`src/rtl/alu_arbiter.sv`:
```
// Round-robin arbiter sharing one combinational ALU between two requesters.
// One operation in flight at a time: accept -> evaluate -> hold response.
module alu_arbiter #(
    parameter int WIDTH = 32
) (
    input  logic             clk,
    input  logic             rst_n,
    input  logic             req0_valid,
    output logic             req0_ready,
    input  logic [WIDTH-1:0] req0_op1,
    input  logic [WIDTH-1:0] req0_op2,
    input  logic [2:0]       req0_func,
    input  logic             req1_valid,
    output logic             req1_ready,
    input  logic [WIDTH-1:0] req1_op1,
    input  logic [WIDTH-1:0] req1_op2,
    input  logic [2:0]       req1_func,
    output logic [WIDTH-1:0] alu_op1,
    output logic [WIDTH-1:0] alu_op2,
    output logic [2:0]       alu_func,
    input  logic [WIDTH-1:0] alu_result,
    input  logic             alu_overflow,
    input  logic             alu_zero,
    input  logic             alu_equals,
    input  logic             alu_above,
    output logic             rsp_valid,
    input  logic             rsp_ready,
    output logic             rsp_id,
    output logic [WIDTH-1:0] rsp_result,
    output logic             rsp_overflow,
    output logic             rsp_zero,
    output logic             rsp_equals,
    output logic             rsp_above
);

    typedef enum logic [1:0] {
        IDLE = 2'd0,
        EXEC = 2'd1,
        RESP = 2'd2
    } state_t;

    state_t           state_reg, state_next;
    logic             last_grant_reg;
    logic             tag_reg;
    logic [WIDTH-1:0] op1_reg, op2_reg;
    logic [2:0]       func_reg;
    logic             grant;
    logic             accept;

    logic [WIDTH-1:0] rsp_result_reg;
    logic             rsp_id_reg;
    logic             rsp_overflow_reg, rsp_zero_reg, rsp_equals_reg, rsp_above_reg;

    // Contention goes to the requester not served last; a lone requester always wins.
    always_comb begin
        grant = req1_valid;
        if (req0_valid && req1_valid) begin
            grant = ~last_grant_reg;
        end
    end

    // Readies are gated by rst_n so nothing is accepted while reset is held.
    assign req0_ready = rst_n && (state_reg == IDLE) && !grant && req0_valid;
    assign req1_ready = rst_n && (state_reg == IDLE) &&  grant && req1_valid;
    assign accept     = req0_ready || req1_ready;

    always_comb begin
        state_next = state_reg;
        case (state_reg)
            IDLE:    if (accept)    state_next = EXEC;
            EXEC:                   state_next = RESP;
            RESP:    if (rsp_ready) state_next = IDLE;
            default:                state_next = IDLE;
        endcase
    end

    always_ff @(posedge clk or negedge rst_n) begin
        if (!rst_n) begin
            state_reg      <= IDLE;
            last_grant_reg <= 1'b1;
            tag_reg        <= 1'b0;
            op1_reg        <= '0;
            op2_reg        <= '0;
            func_reg       <= '0;
        end else begin
            state_reg <= state_next;
            if (accept) begin
                last_grant_reg <= grant;
                tag_reg        <= grant;
                op1_reg        <= grant ? req1_op1  : req0_op1;
                op2_reg        <= grant ? req1_op2  : req0_op2;
                func_reg       <= grant ? req1_func : req0_func;
            end
        end
    end

    // Response registers only load at the end of EXEC, so they stay stable through RESP.
    always_ff @(posedge clk or negedge rst_n) begin
        if (!rst_n) begin
            rsp_result_reg   <= '0;
            rsp_id_reg       <= 1'b0;
            rsp_overflow_reg <= 1'b0;
            rsp_zero_reg     <= 1'b0;
            rsp_equals_reg   <= 1'b0;
            rsp_above_reg    <= 1'b0;
        end else if (state_reg == EXEC) begin
            rsp_result_reg   <= alu_result;
            rsp_id_reg       <= tag_reg;
            rsp_overflow_reg <= alu_overflow;
            rsp_zero_reg     <= alu_zero;
            rsp_equals_reg   <= alu_equals;
            rsp_above_reg    <= alu_above;
        end
    end

    assign alu_op1      = op1_reg;
    assign alu_op2      = op2_reg;
    assign alu_func     = func_reg;
    assign rsp_valid    = (state_reg == RESP);
    assign rsp_id       = rsp_id_reg;
    assign rsp_result   = rsp_result_reg;
    assign rsp_overflow = rsp_overflow_reg;
    assign rsp_zero     = rsp_zero_reg;
    assign rsp_equals   = rsp_equals_reg;
    assign rsp_above    = rsp_above_reg;

endmodule

```
`config.mk`:
```
export PLATFORM = sky130hd
export DESIGN_NAME = alu_arbiter
export DESIGN_NICKNAME = d
export VERILOG_FILES = /design/src/rtl/alu_arbiter.sv
export SDC_FILE = /design/constraint.sdc
export NUM_CORES = 1
export LEC_CHECK = 0
export ABC_AREA = 1
export BUFFER_PORTS_ARGS = -buffer_cell sky130_fd_sc_hd__buf_4
export CAP_MARGIN = 20
export CORE_MARGIN = 5
export CORE_UTILIZATION = 45
export DETAILED_ROUTE_END_ITERATION = 12
export GPL_TIMING_DRIVEN = 1
export PLACE_DENSITY = 0.8
export SLEW_MARGIN = 30
export SYNTH_ARGS = -nofsm -noshare
export SYNTH_HDL_FRONTEND = slang
export SYNTH_SLANG_ARGS = --single-unit
```
`constraint.sdc`:
```
create_clock -name clk -period 1.7 [get_ports clk]
set_input_delay 0.34 -clock clk [delete_from_list [all_inputs] [get_ports clk]]
set_output_delay 0.34 -clock clk [all_outputs]
set_load 0.01 [all_outputs]
```
; ---- Word level (Yosys, flattened, before mapping)
; Cells that the tools add are included.
[word_totals]
elab_cells = 34
ff_bits = 108
output_inout_bits = 107
[op_classes]
bitwise = 1
n_mux = 7
eq_ne = 4
reduce_logical = 10
[op_table]
columns = cell, count
row1 = 32-bit two-way mux, 2
row2 = 1-bit logical AND, 6
row3 = 2-bit case mux with 3 select lines, 1
row4 = 2-bit two-way mux, 2
row5 = 3-bit two-way mux, 1
row6 = "2-bit by 1-bit equality test with 1-bit output, second input constant", 1
row7 = "2-bit equality test, second input constant", 1
row8 = 2-bit logical NOT, 1
row9 = "2-bit by 1-bit != test with 1-bit output, second input constant", 1
row10 = "2-bit != test, second input constant", 1
row11 = 2-bit AND reduction, 1
row12 = 1-bit logical NOT, 1
row13 = 1-bit logical OR, 1
row14 = 1-bit two-way mux, 1
row15 = 1-bit inverter, 1

; ---- Logic depth before layout (Yosys ltp)
[logic_depth]
ltp_word = 8
ltp_mapped = 8

; ---- Worst setup path before layout
; No wires, ideal clock.
[synth_path]
kind = reg-to-output
from = reg last_grant_reg
to = out req1_ready
arrival_time_ns = 1.134
path_slack_ns = 0.226
path_stages_with_launch = 7
cell_sequence = dfstp_2 > nand2_2 > nand2_2 > inv_1 > nand2_1 > buf_2 > inv_1
[synth_between]
elab_chain_cells = 4
[synth_lines]
columns = element, line_no
row1 = start: declaration, 43  ; logic last_grant_reg;
row2 = start signal: assignment, 88  ; last_grant_reg <= grant;
row3 = 1-bit inverter, 58  ; grant = ~last_grant_reg;
row4 = 1-bit two-way mux, 57  ; if (req0_valid && req1_valid) begin
row5 = 1-bit logical AND (2 in a row), 64  ; assign req1_ready = rst_n && (state_reg == IDLE) && grant && req1_valid;
row6 = end: declaration, 14  ; output logic req1_ready,
; Every way passes these cells.

; ---- Worst setup path in the final report
[layout_path]
from = reg state_reg[0]
to = out req0_ready
[layout_between]
elab_chain_cells = 4
[layout_lines]
columns = element, line_no
row1 = start: declaration, 42  ; state_t state_reg, state_next;
row2 = start signal: assignment, 86  ; state_reg <= state_next;
row3 = 2-bit logical NOT, 63  ; assign req0_ready = rst_n && (state_reg == IDLE) && !grant && req0_valid;
row4 = 1-bit logical AND (3 in a row), 63
row5 = end: declaration, 9  ; output logic req0_ready,
; Every way passes these cells.

==> results <==
- After synthesis, the mean cell area works out to 7.47 um^2.
- The slack of the worst reg-to-reg path is 300 ps.
- The global-route congestion overflow total is 0.
- The number of nets in the synthesized netlist is 874.
- Clock tree synthesis selected as its root buffer the cell sky130_fd_sc_hd__clkbuf_16.
- The number of antenna diodes in the final layout is 0.
- After synthesis, the cell types taking the most area are sky130_fd_sc_hd__dfrtp_1 51%, sky130_fd_sc_hd__nand2_1 25%, sky130_fd_sc_hd__nand3_1 16%, sky130_fd_sc_hd__buf_2 3.0%, sky130_fd_sc_hd__clkbuf_1 1.1%.
- In this run the critical register-to-register path is captured at alu_op1[13].
- The combinational fraction of design power is 0.461.
- The number of sinks handled by clock tree synthesis is 108.
- Yosys mapped a number of flops with a built-in enable equal to 0.
- In the final layout, the share of cells above drive strength 1 is 0.339.
- The post-layout total power is 12.3 mW.
- The via count of the first global-routing pass came to 5289.
- The peak supply drop is 932 uV.
- The area growth from synthesis to final layout is 50.8%.
- Measured against its own limit, the worst slew margin works out to 0.639.
- In the synthesized netlist the dominant register cell turns out to be sky130_fd_sc_hd__dfrtp_1.
- The final hold violation count is 0.
- Timing would allow up to 609 MHz.
- In this run the worst path has a maximum fanout of 3.
- The critical path launch point is state_reg[0].
- The reg-to-reg startpoint is last_grant_reg.
- The critical path is of the flip-flop to primary output type.
- The H-tree was split into 3 levels.
- The leading cell type by number of instances after synthesis is sky130_fd_sc_hd__nand2_1.
- Measured in cells, the most critical reg-to-reg path has a length of 8.
- The residual antenna-violating net count after detailed routing is 0.
- Dividing the final minimum period by the clock period gives 0.966.
- The number of failing setup endpoints in the final timing report is 0.
- After synthesis, the most frequently instantiated cells are 347 x sky130_fd_sc_hd__nand2_1, 171 x sky130_fd_sc_hd__nand3_1, 107 x sky130_fd_sc_hd__dfrtp_1, 31 x sky130_fd_sc_hd__buf_2, 15 x sky130_fd_sc_hd__clkbuf_1.
- The number of max-cap violations is 0.
- The TritonCTS clock tree is yes.
- The mapped netlist covers 5220 um^2.
- The initial antenna violation count is 0.
- The effective utilization at floorplan is 0.457.
- Summed over all nets, the switching power comes to 4.55 mW.
- For this block, the routed nets add up to 16700 um of wire.
- At the pin with the least slew margin, the transition time is 541 ps.
- The switching power share of the total is 0.370.
- The number of buffers created by CTS is 9.
- The share of async-settable or async-resettable flops after synthesis is 1.00.
- The final layout contains 1131 nets.
- The die is 118 um wide.
- The minimum setup slack in the final design is 58.5 ps.
- The sequential share of power is 0.370.
- Dividing the detail-routed wire length by the instance count gives 15.1 um.
- The number of unique standard cell types used by synthesis is 15.
- The floorplan step defined a die boundary enclosing 13900 um^2.
- At the end of routability-driven placement, the weighted congestion stood at 0.815.
- Detailed placement finished with a half-perimeter wire length of 11900 um.
- The total routing usage reported by global routing is 0.232.
- The floorplan row count is 39.
- The run finished with clean final reports.
- For the worst-skew pair, the clock arrives at the later sink with an insertion delay of 330 ps.
- The class of the tightest hold or removal check is primary input to asynchronous set/reset pin.
- The area share of the largest cell type after synthesis is 0.513.
- Entering global routing, the biggest net connects 105 pins.
- The detailed-route vias per instance is 5.03.
- The count of pins on the block boundary is 282.
- The critical path capture point type is a primary output.
- The internal power of the cells totals 7.74 mW.
- The number of buffers on the longest clock path is 2.
- The region available for standard cell placement spans 11400 um^2.
- The number of detailed-routing iterations run before antenna repair is 6.
- For this run, design rule violations remaining after detail routing come to 0.
- The total power density per cell area is 1560 nW/um^2.
- The final clock skew is 3.85 ps.
- The type of origin of the critical path is a flip-flop.
- After layout, the minimum clock period comes to 1640 ps.
- The count of port buffers added during placement is 281.
- The leakage component of the power is 4.56 nW.
- The via count of the routed design is 5549.
- In this run, the number of DRC markers left after iteration 0 of detailed routing was 485.
- The cell type with the highest aggregate area in the netlist is sky130_fd_sc_hd__dfrtp_1.
- The final max-slew violation count is 0.
- The Yosys step of the flow raised 0 warnings.
- At the worst endpoint, the required time is 1360 ps.
- The clock group share of total power is 0.169.
- The number of cells produced by synthesis is 699.
- Prior to clock tree synthesis, the placed netlist has a worst setup slack of 164 ps.
- The synthesis-stage register bit count is 108.
- Clock-pin slew was measured on the worst setup and hold paths at 70 ps.
- The critical path arrival is 1300 ps.
- The global-route wire length before repair is 26700 um.
- Of the synthesized area, sequential elements account for 0.518.
- The die outline height is 118 um.
[through the flow]
stage / setup TNS, ps / hold WS [ps] / cells / util / area [um^2]
floorplan: 0 / 44.4 / 699 / - / 5220
global placement: 0 / 188 / 1084 / 0.654 / 7470
detailed placement: 0 / 188 / 1084 / 0.654 / 7470
CTS: -1.71 / 4.71 / 1102 / 0.685 / 7820
global route: -1.35 / 19.4 / 1104 / 0.690 / 7870
finish: 0 / 28.2 / 1104 / 0.690 / 7870
[critical path, stage by stage, from the launching register on]
cell and delay, ps:
sky130_fd_sc_hd__dfrtp_1 430, sky130_fd_sc_hd__nor2_4 170, sky130_fd_sc_hd__nand3_4 110, sky130_fd_sc_hd__nor2_4 130, sky130_fd_sc_hd__buf_6 110
[layer usage]
layer | up-vias | share of wire | GRT usage | routed length [um]
met5 | - | 0 | 0 | 0
met4 | 0 | 0.021 | 0.0760 | 353
met3 | 27 | 0.087 | 0.0750 | 1460
met2 | 224 | 0.49 | 0.389 | 8100
met1 | 2556 | 0.41 | 0.282 | 6780
li1 | 2742 | - | - | -
[logic make-up (layout without fill, tap and decap cells)]
logic type             after synthesis  count (layout)  synth area share
AO/OA/AOI/OAI                        4               4           0.00455
buffers and inverters               63             325            0.0592
flip-flops                         108             108             0.518
AND/OR/NAND/NOR                    524             524             0.419
[power groups by stage]
stage,Combinational [mW],Sequential (mW),Clock (mW)
floorplan,2.01,5.07,0
global placement,5.55,4.50,0
detailed placement,5.64,4.54,0
CTS,5.70,4.53,2.12
global route,6.25,4.68,2.25
finish,5.67,4.54,2.08
[how the worst max path moves through the flow]
stage | to | slack [ps] | depth (start not counted)
3_5_place_dp | req1_ready | 160 | 6
3_3_place_gp | req1_ready | 170 | 6
2_1_floorplan | req1_ready | 230 | 6
5_1_grt | req1_ready | -1 | 6
6_report | req0_ready | 60 | 4
4_1_cts | req1_ready | -2 | 6
[cells in the final DEF (no fill, tap or decap), drive strengths merged]
cell type and n:
nor2 4, clkbuf 15, buf 300, bufinv 1, dfrtp 107, nand3 171
inv 8, a21oi 2, o21ai 2, nand2 349, dlygate4sd3 1, dfstp 1
[repair_timing]
action | in CTS | in global routing
hold buffers | 1 | 0
pin swaps | 3 | 3
gates resized for setup | 12 | 10
buffers inserted | 1 | 2
endpoints found under the setup margin | 3 | 3
endpoints found under the hold margin | 3 | 0
[layout make-up]
class	count	area [um^2]
clock buffers	15	268
well taps	143	179
fillers	1018	3540
multi-input cells	528	2270
flip-flops and latches	108	2700
repair buffers	301	2390
inverters	8	32.5
clock inverters	1	30.0
Note: power is estimated with default switching activity, not from simulation.
